===== config.mk =====
export PLATFORM = sky130hd
export DESIGN_NAME = output_port_arbiter
export DESIGN_NICKNAME = d
export VERILOG_FILES = /design/src/rtl/router_pkg.sv /design/src/rtl/rr_arbiter.sv /design/src/rtl/output_port_arbiter.sv
export SDC_FILE = /design/constraint.sdc
export NUM_CORES = 1
export LEC_CHECK = 0
export ABC_AREA = 1
export BUFFER_PORTS_ARGS = -buffer_cell sky130_fd_sc_hd__buf_4
export CAP_MARGIN = 30
export CORE_ASPECT_RATIO = 1.2
export CORE_MARGIN = 5
export CORE_UTILIZATION = 39
export DETAILED_ROUTE_END_ITERATION = 8
export GPL_ROUTABILITY_DRIVEN = 0
export PLACE_DENSITY_LB_ADDON = 0.3
export SETUP_SLACK_MARGIN = 0.05
export SLEW_MARGIN = 25
export SYNTH_ARGS = -nofsm -noshare
export SYNTH_HDL_FRONTEND = slang
export SYNTH_SLANG_ARGS = --single-unit

===== constraint.sdc =====
create_clock -name clk -period 2.6 [get_ports clk]
set_clock_uncertainty 0.05 [all_clocks]
set_input_delay 0 -clock clk [delete_from_list [all_inputs] [get_ports clk]]
set_output_delay 0 -clock clk [all_outputs]
set_load 0.05 [all_outputs]

===== src/rtl/router_pkg.sv =====
// Shared types and constants for the router output-port allocator.
package router_pkg;

  localparam int unsigned NUM_PORTS      = 5;
  localparam int unsigned DATA_WIDTH_DEF = 32;
  localparam int unsigned TAIL_BIT       = DATA_WIDTH_DEF - 1;
  localparam int unsigned PORT_IDX_W     = $clog2(NUM_PORTS);

  typedef logic [PORT_IDX_W-1:0] port_idx_t;

  typedef enum logic {
    IDLE   = 1'b0,
    LOCKED = 1'b1
  } arb_state_t;

  // Modular add for indices already below n, with off < n; avoids a divider.
  function automatic int unsigned wrap_add(input int unsigned base,
                                           input int unsigned off,
                                           input int unsigned n);
    int unsigned s;
    s = base + off;
    return (s >= n) ? (s - n) : s;
  endfunction

endpackage


===== src/rtl/rr_arbiter.sv =====
// Combinational round-robin picker: first requester at or after the pointer.
module rr_arbiter
  import router_pkg::*;
#(
  parameter int unsigned N     = NUM_PORTS,
  parameter int unsigned IDX_W = $clog2(N)
) (
  input  logic [N-1:0]     i_req,
  input  logic [IDX_W-1:0] i_ptr,
  output logic [IDX_W-1:0] o_grant,
  output logic             o_valid
);

  int unsigned w_idx;

  // Cyclic scan starting at the pointer; the first hit wins.
  always_comb begin
    o_grant = '0;
    o_valid = 1'b0;
    w_idx   = 0;
    for (int unsigned k = 0; k < N; k++) begin
      w_idx = wrap_add(32'(i_ptr), k, N);
      if (!o_valid && i_req[IDX_W'(w_idx)]) begin
        o_valid = 1'b1;
        o_grant = IDX_W'(w_idx);
      end
    end
  end

endmodule


===== src/rtl/output_port_arbiter.sv =====
// Wormhole allocator for one output port: round-robin grant, packet lock
// until the tail flit transfers, FIFO-to-FIFO flit move gated by out_full.
module output_port_arbiter
  import router_pkg::*;
#(
  parameter int unsigned NUM_INPUTS = NUM_PORTS,
  parameter int unsigned DATA_WIDTH = DATA_WIDTH_DEF
) (
  input  logic                             clk,
  input  logic                             reset,
  input  logic [NUM_INPUTS-1:0]            in_empty,
  input  logic [NUM_INPUTS*DATA_WIDTH-1:0] in_data,
  output logic [NUM_INPUTS-1:0]            in_pop,
  input  logic                             out_full,
  output logic                             out_push,
  output logic [DATA_WIDTH-1:0]            out_data,
  output logic                             busy,
  output logic [$clog2(NUM_INPUTS)-1:0]    owner
);

  localparam int unsigned IDX_W = $clog2(NUM_INPUTS);

  arb_state_t             r_state;
  arb_state_t             w_state_nxt;
  logic [IDX_W-1:0]       r_owner;
  logic [IDX_W-1:0]       w_owner_nxt;
  logic [IDX_W-1:0]       r_rr_ptr;
  logic [IDX_W-1:0]       w_rr_ptr_nxt;

  logic [NUM_INPUTS-1:0]  w_req;
  logic [DATA_WIDTH-1:0]  w_in_word [NUM_INPUTS];
  logic [DATA_WIDTH-1:0]  w_sel_data;
  logic                   w_owner_req;
  logic                   w_tail;
  logic                   w_xfer;
  logic [IDX_W-1:0]       w_grant;
  logic                   w_grant_valid;
  logic [NUM_INPUTS-1:0]  w_pop;
  logic                   w_push;

  assign w_req = ~in_empty;

  for (genvar g = 0; g < NUM_INPUTS; g++) begin : g_unpack
    assign w_in_word[g] = in_data[g*DATA_WIDTH +: DATA_WIDTH];
  end

  rr_arbiter #(
    .N     (NUM_INPUTS),
    .IDX_W (IDX_W)
  ) u_rr_arbiter (
    .i_req   (w_req),
    .i_ptr   (r_rr_ptr),
    .o_grant (w_grant),
    .o_valid (w_grant_valid)
  );

  // Owner data mux and transfer qualifier; reset forces the handshake low.
  always_comb begin
    w_sel_data  = w_in_word[r_owner];
    w_owner_req = w_req[r_owner];
    w_tail      = w_sel_data[DATA_WIDTH-1];
    w_xfer      = (r_state == LOCKED) && w_owner_req && !out_full && !reset;
  end

  // Next-state, grant capture, pointer advance and pop/push generation.
  always_comb begin
    w_state_nxt  = r_state;
    w_owner_nxt  = r_owner;
    w_rr_ptr_nxt = r_rr_ptr;
    w_pop        = '0;
    w_push       = 1'b0;
    case (r_state)
      IDLE: begin
        if (w_grant_valid) begin
          w_state_nxt = LOCKED;
          w_owner_nxt = w_grant;
        end
      end
      LOCKED: begin
        if (w_xfer) begin
          w_pop[r_owner] = 1'b1;
          w_push         = 1'b1;
          if (w_tail) begin
            w_state_nxt  = IDLE;
            w_owner_nxt  = '0;
            w_rr_ptr_nxt = IDX_W'(wrap_add(32'(r_owner), 1, NUM_INPUTS));
          end
        end
      end
      default: begin
        w_state_nxt = IDLE;
        w_owner_nxt = '0;
      end
    endcase
  end

  // State, owner and round-robin pointer registers.
  always_ff @(posedge clk) begin
    if (reset) begin
      r_state  <= IDLE;
      r_owner  <= '0;
      r_rr_ptr <= '0;
    end else begin
      r_state  <= w_state_nxt;
      r_owner  <= w_owner_nxt;
      r_rr_ptr <= w_rr_ptr_nxt;
    end
  end

  assign in_pop   = w_pop;
  assign out_push = w_push;
  assign out_data = w_sel_data;
  assign busy     = (r_state == LOCKED);
  assign owner    = r_owner;

  a_pop_onehot0 : assert property (@(posedge clk) $onehot0(in_pop));
  a_push_eq_pop : assert property (@(posedge clk) out_push == (|in_pop));
  a_no_push_full: assert property (@(posedge clk) !(out_push && out_full));

endmodule


Yosys cells after proc, flatten, opt, wreduce, memory -nomap -nowiden
Cells that the tools add are included.
{"block": "op_classes", "muxes": 45, "bitwise_logic": 3, "add_sub_neg": 11, "n_eq_ne": 3, "magnitude_cmp": 14, "n_reduce_logical": 16}
{"cell": "$bmux 32 s3", "count": 1}
{"cell": "$mux 32", "count": 2}
{"cell": "$mux 3", "count": 14}
{"cell": "$lt 3x4->1 const B", "count": 6}
{"cell": "$ge 4x3->1 const B", "count": 5}
{"cell": "$bmux 1 s3", "count": 6}
{"cell": "$sub 3x3->3 const B", "count": 6}
{"cell": "$mux 1", "count": 17}
{"cell": "$mux 5", "count": 2}
{"cell": "$add 3x1->4 const B", "count": 2}
{"cell": "$add 3x2->4 const B", "count": 2}
{"cell": "$logic_and 1x1->1", "count": 8}
{"cell": "$logic_not 1->1", "count": 6}
{"cell": "$pmux 3 s2", "count": 1}
{"cell": "$reduce_and 3->1", "count": 2}
{"cell": "$not 5->5", "count": 1}
{"cell": "$add 3x3->4 const B", "count": 1}
{"cell": "$ge 4x4->1 const B", "count": 1}
{"cell": "$ne 2x1->1 const B", "count": 2}
{"cell": "$not 3->4", "count": 1}
{"cell": "$demux 1 s3", "count": 1}
{"cell": "$ge 3x1->1 const B", "count": 1}
{"cell": "$ge 3x3->1 const B", "count": 1}
{"cell": "$ne 2x2->1 const B", "count": 1}
{"cell": "2 further kinds", "count": 2}
{"block": "totals", "input_bits": 168, "register_bits": 7, "wordCells": 95}

Depth between registers and ports, before layout
{"block": "depth", "depth_word": 19, "ltp_mapped": 20}

Cells and area by module
From an unflattened synthesis, not the netlist that was laid out.
{"block": "unflattened", "hier_cells": 478, "hier_area_um2": 2553.7}
{"mod": "output_port_arbiter", "area_per_inst_um2": 1634.1, "cells_per_inst": 317, "seq_area_each_um2": 140.1, "n_inst": 1}
{"mod": "rr_arbiter", "area_per_inst_um2": 919.6, "cells_per_inst": 161, "seq_area_each_um2": 0.0, "n_inst": 1}

Least setup slack after synthesis
No wires, ideal clock.
{"block": "synth_timing", "kind": "register to output", "start": "register r_owner[0] (netlist: owner[0])", "end": "output in_pop[1]", "path_slack_ns": -0.661, "stages_incl_launch_ff": 8, "arrival_time_ns": 3.211, "required_time_ns": 2.550, "path_cell_list": "dfxtp_1 > buf_2 > inv_2 > nand2_1 > o211ai_1 > nor2_1 > inv_1 > nor3_1"}
{"block": "synth_via", "elab_chain_cells": 7}
{"element": "start, declared", "line_no": "output_port_arbiter.sv:25", "rtl": "logic [IDX_W-1:0] r_owner;"}
{"element": "start signal, assigned", "line_no": "output_port_arbiter.sv:105", "rtl": "r_owner <= w_owner_nxt;"}
{"element": "branches (longest 5 deep; another with $lt 3x4->1)"}
{"element": "$mux 5 *", "line_no": "output_port_arbiter.sv:80", "rtl": "if (w_xfer) begin"}
{"element": "$mux 5 *", "line_no": "output_port_arbiter.sv:72", "rtl": "case (r_state)"}
{"element": "end, declared", "line_no": "output_port_arbiter.sv:13", "rtl": "output logic [NUM_INPUTS-1:0] in_pop,"}
Mark *: on every way between the ends. The select of a mux whose other input is x is not followed.

Worst setup path after layout
{"block": "layout_timing", "start": "register r_rr_ptr[0]", "end": "register r_owner[2] (netlist: owner[2])"}
{"block": "layout_via", "elab_chain_cells": 19}
{"element": "start, declared", "line_no": "output_port_arbiter.sv:27", "rtl": "logic [IDX_W-1:0] r_rr_ptr;"}
{"element": "start signal, assigned", "line_no": "output_port_arbiter.sv:106", "rtl": "r_rr_ptr <= w_rr_ptr_nxt;"}
{"element": "branches (longest 19 deep; another with $add 3x1->4)"}
Several ways; the timed one is not identified. The select of a mux whose other input is x is not followed.
A chain may end at the register's enable or synchronous reset.

==> flow_summary.yaml <==
outcome:
  status: "completed"
global_routing:
  grt_pass1_vias: 3697
  grt_usage_pct: 31.2
  grt_max_degree: 31
  antenna_found_initial: 0
  overflow: 0
  grt_pass1_wl_mm: 18.5
power_and_ir_drop:
  max-vdd-ir-drop_mv: 0.443
  powerDensity_mw_per_mm2: 654
  leakagePower_nw: 2.19
floorplan:
  core_mm2: 0.00574
  die_y_um: 94.6
  num_io_pins: 210
  dieArea_mm2: 0.00761
  num_rows: 30
  start_util_pct: 40.5
  die_x_um: 80.5
run:
  maxCapViolations: 0
yosys:
  synth_top_area_share_pct: 21.2
  synth_cells: 420
  ys_warn_count: 0
  synth.distinct_cells: 38
  post_synth.cell_area_avg_um2: 5.53
  ys_async_sr_fraction_pct: 0
  synth_edf_count: 0
  ys_seq_elements: 7
  yosysSeqAreaShare_pct: 6.03
  syn_nets: 599
  synth-main-ff-cell: "dfxtp_1"
  syn_area_mm2: 0.00232
  synth_area_leader_cell: "nand2_1"
  synth_area_leaders: "nand2_1, nand3_1, a22o_1, a21oi_1, dfxtp_1"
placed_design:
  dpl.cell_count: 701
  portBuffers: 209
  pre_cts_slack_ps: 4.78
  dpl.hpwl_mm: 10.8
  placed_area_mm2: 0.00401
detailed_routing:
  viasPerCell: 5.57
  ant_nets: 0
  via_count: 3963
  drc_errors: 0
  drt_iter0_markers: 439
  totalWireLength_mm: 13.5
  post_drt_wl_per_cell_um: 19.0
  drt_first_pass_iters: 6
sta:
  rsz0062_at_grt: "yes"
  hold_viol: 0
  slew_headroom_pct: 69.1
  maxSlewViolCount: 0
  worst-slew-pin-transition_ps: 464
  worst_slack_ps: 35.2
  min_period_ps: 2560
  setup_viol: 0
  fin_crit_sh_pct: 98.6
  holdWs_ps: 324
  max_freq_ghz: 0.390
critical_path:
  path_max_fanout: 4
  cp-end-kind: "flip-flop"
  cp-start-kind: "flip-flop"
  path_class: "flip-flop to flip-flop"
  cp.required_ps: 2720
  arrival_ps: 2690
cts:
  cts_root_buffer: "clkbuf_8"
  htree_levels: 1
  clock_latency_ps: 240
  clkTransAtPathRegs_ps: 40
  cts_made_buffers: 3
  clock_path_buffers: 2
  cts_sinks: 7
  cts_tree: "done"
layout:
  fillCellCount: 489
  antenna_cells: 0
  final_cell_area_mm2: 0.00429
  nets: 812
  synthToLayoutAreaGrowth_pct: 84.5
  drive_gt1_share_pct: 47.8
  fin_cells: 712
worst_hold_path:
  hp-class: "input port to primary output"
[worst max-delay path: stages, from the launching register on]
cell,delay [ps]
dfxtp_2,340
inv_4,70
ha_4,130
inv_2,40
fa_2,420
inv_2,100
nand2_4,90
o21ai_4,220
nand3_2,110
nand3_2,80
nand2_2,90
inv_2,110
nand3_4,110
nor2_4,170
nand2_2,80
nand3_1,80
nand2_1,70
a21oi_2,130
[registers in the layout (all words and copies together) (netlist names)]
signal    cells
owner         3
r_rr_ptr      3
busy          1
[cell type report]
| class | instances | area [um^2] | area share [%] |
|---|---|---|---|
| Sequential cell | 7 | 146 | 3.41 |
| Timing Repair Buffer | 225 | 1700 | 39.5 |
| Multi-Input combinational cell | 359 | 2150 | 50.2 |
| Tap cell | 80 | 100 | 2.33 |
| Inverter | 37 | 149 | 3.47 |
| Clock buffer | 4 | 45.0 | 1.05 |
[synthesized netlist by cell type (7+ instances only)]
cell type and n:
clkbuf_1 12, nor2_1 22, dfxtp_1 7, a22o_1 28
nand2_1 131, nand4_1 8, o21ai_0 10, ha_1 10
inv_1 31, nand3_1 64, a21oi_1 38, nand2_2 10
[worst paths after layout]
check / startpoint / to / slack (ps) / cells past startpoint
hold reg to reg: owner[1]$_SDFFE_PP0P_ / owner[1]$_SDFFE_PP0P_ / 540 / 2
setup / recovery: r_rr_ptr[0]$_SDFFE_PP0P_ / owner[2]$_SDFFE_PP0P_ / 40 / 17
hold / removal: in_data[143] / out_data[15] / 320 / 4
setup reg to reg: r_rr_ptr[0]$_SDFFE_PP0P_ / owner[2]$_SDFFE_PP0P_ / 40 / 17
[power breakdown]
part	total [mW]	internal, mW	switching [mW]
Clock	0.160	0.107	0.0532
Combinational	2.49	0.838	1.65
Sequential	0.152	0.121	0.0312
[per-stage QoR]
step | utilization, % | TNS [ps] | power [mW]
finish | 74.7 | 0 | 2.80
global placement | 69.8 | 0 | 2.47
detailed placement | 69.8 | 0 | 2.50
CTS | 70.9 | 0 | 2.67
global route | 74.7 | -366 | 2.94
floorplan | - | -69.3 | 1.71
[placed cells by master (no fill, tap or decap), types with 3 or more instances in the layout]
cell type    n
clkbuf_8     3
nand2_2     15
nor2_1      15
inv_2        7
xor2_1       3
nand2_4      4
a22o_1      28
ha_1         5
nand3_1     57
inv_1       27
a21oi_1     36
buf_4      223
nor2_2       8
o21ai_2      3
dfxtp_1      4
ha_4         3
nand4_1      8
nand2_1    123
o21ai_0     10
nand3_2     10
[repair_timing]
action | 4_1_cts | 5_1_grt
setup buffers | 0 | 6
endpoints found under the setup margin | 3 | 4
endpoints found under the hold margin | 4 | 0
hold buffers | 1 | 0
pin swaps | 0 | 9
gates cloned | 0 | 0
resized for setup | 2 | 44
[cell families (layout without fill, tap and decap cells)]
family | after synthesis | after routing | synth area share (%)
xor+xnor | 6 | 6 | 2.91
compound gates | 94 | 94 | 26.8
buf+inv | 54 | 266 | 9.15
simple gates | 248 | 248 | 48.8
fa+ha+maj | 11 | 11 | 6.25
flops | 7 | 7 | 6.03
[per-layer routing]
layer / wire, um / vias up / track usage [%]
met1: 4830 / 1753 / 39.8
met5: 0 / - / 0
met3: 1740 / 55 / 7.06
met2: 6380 / 287 / 51.6
li1: - / 1868 / -
met4: 545 / 0 / 9.86
(Power assumes the default switching activity.)
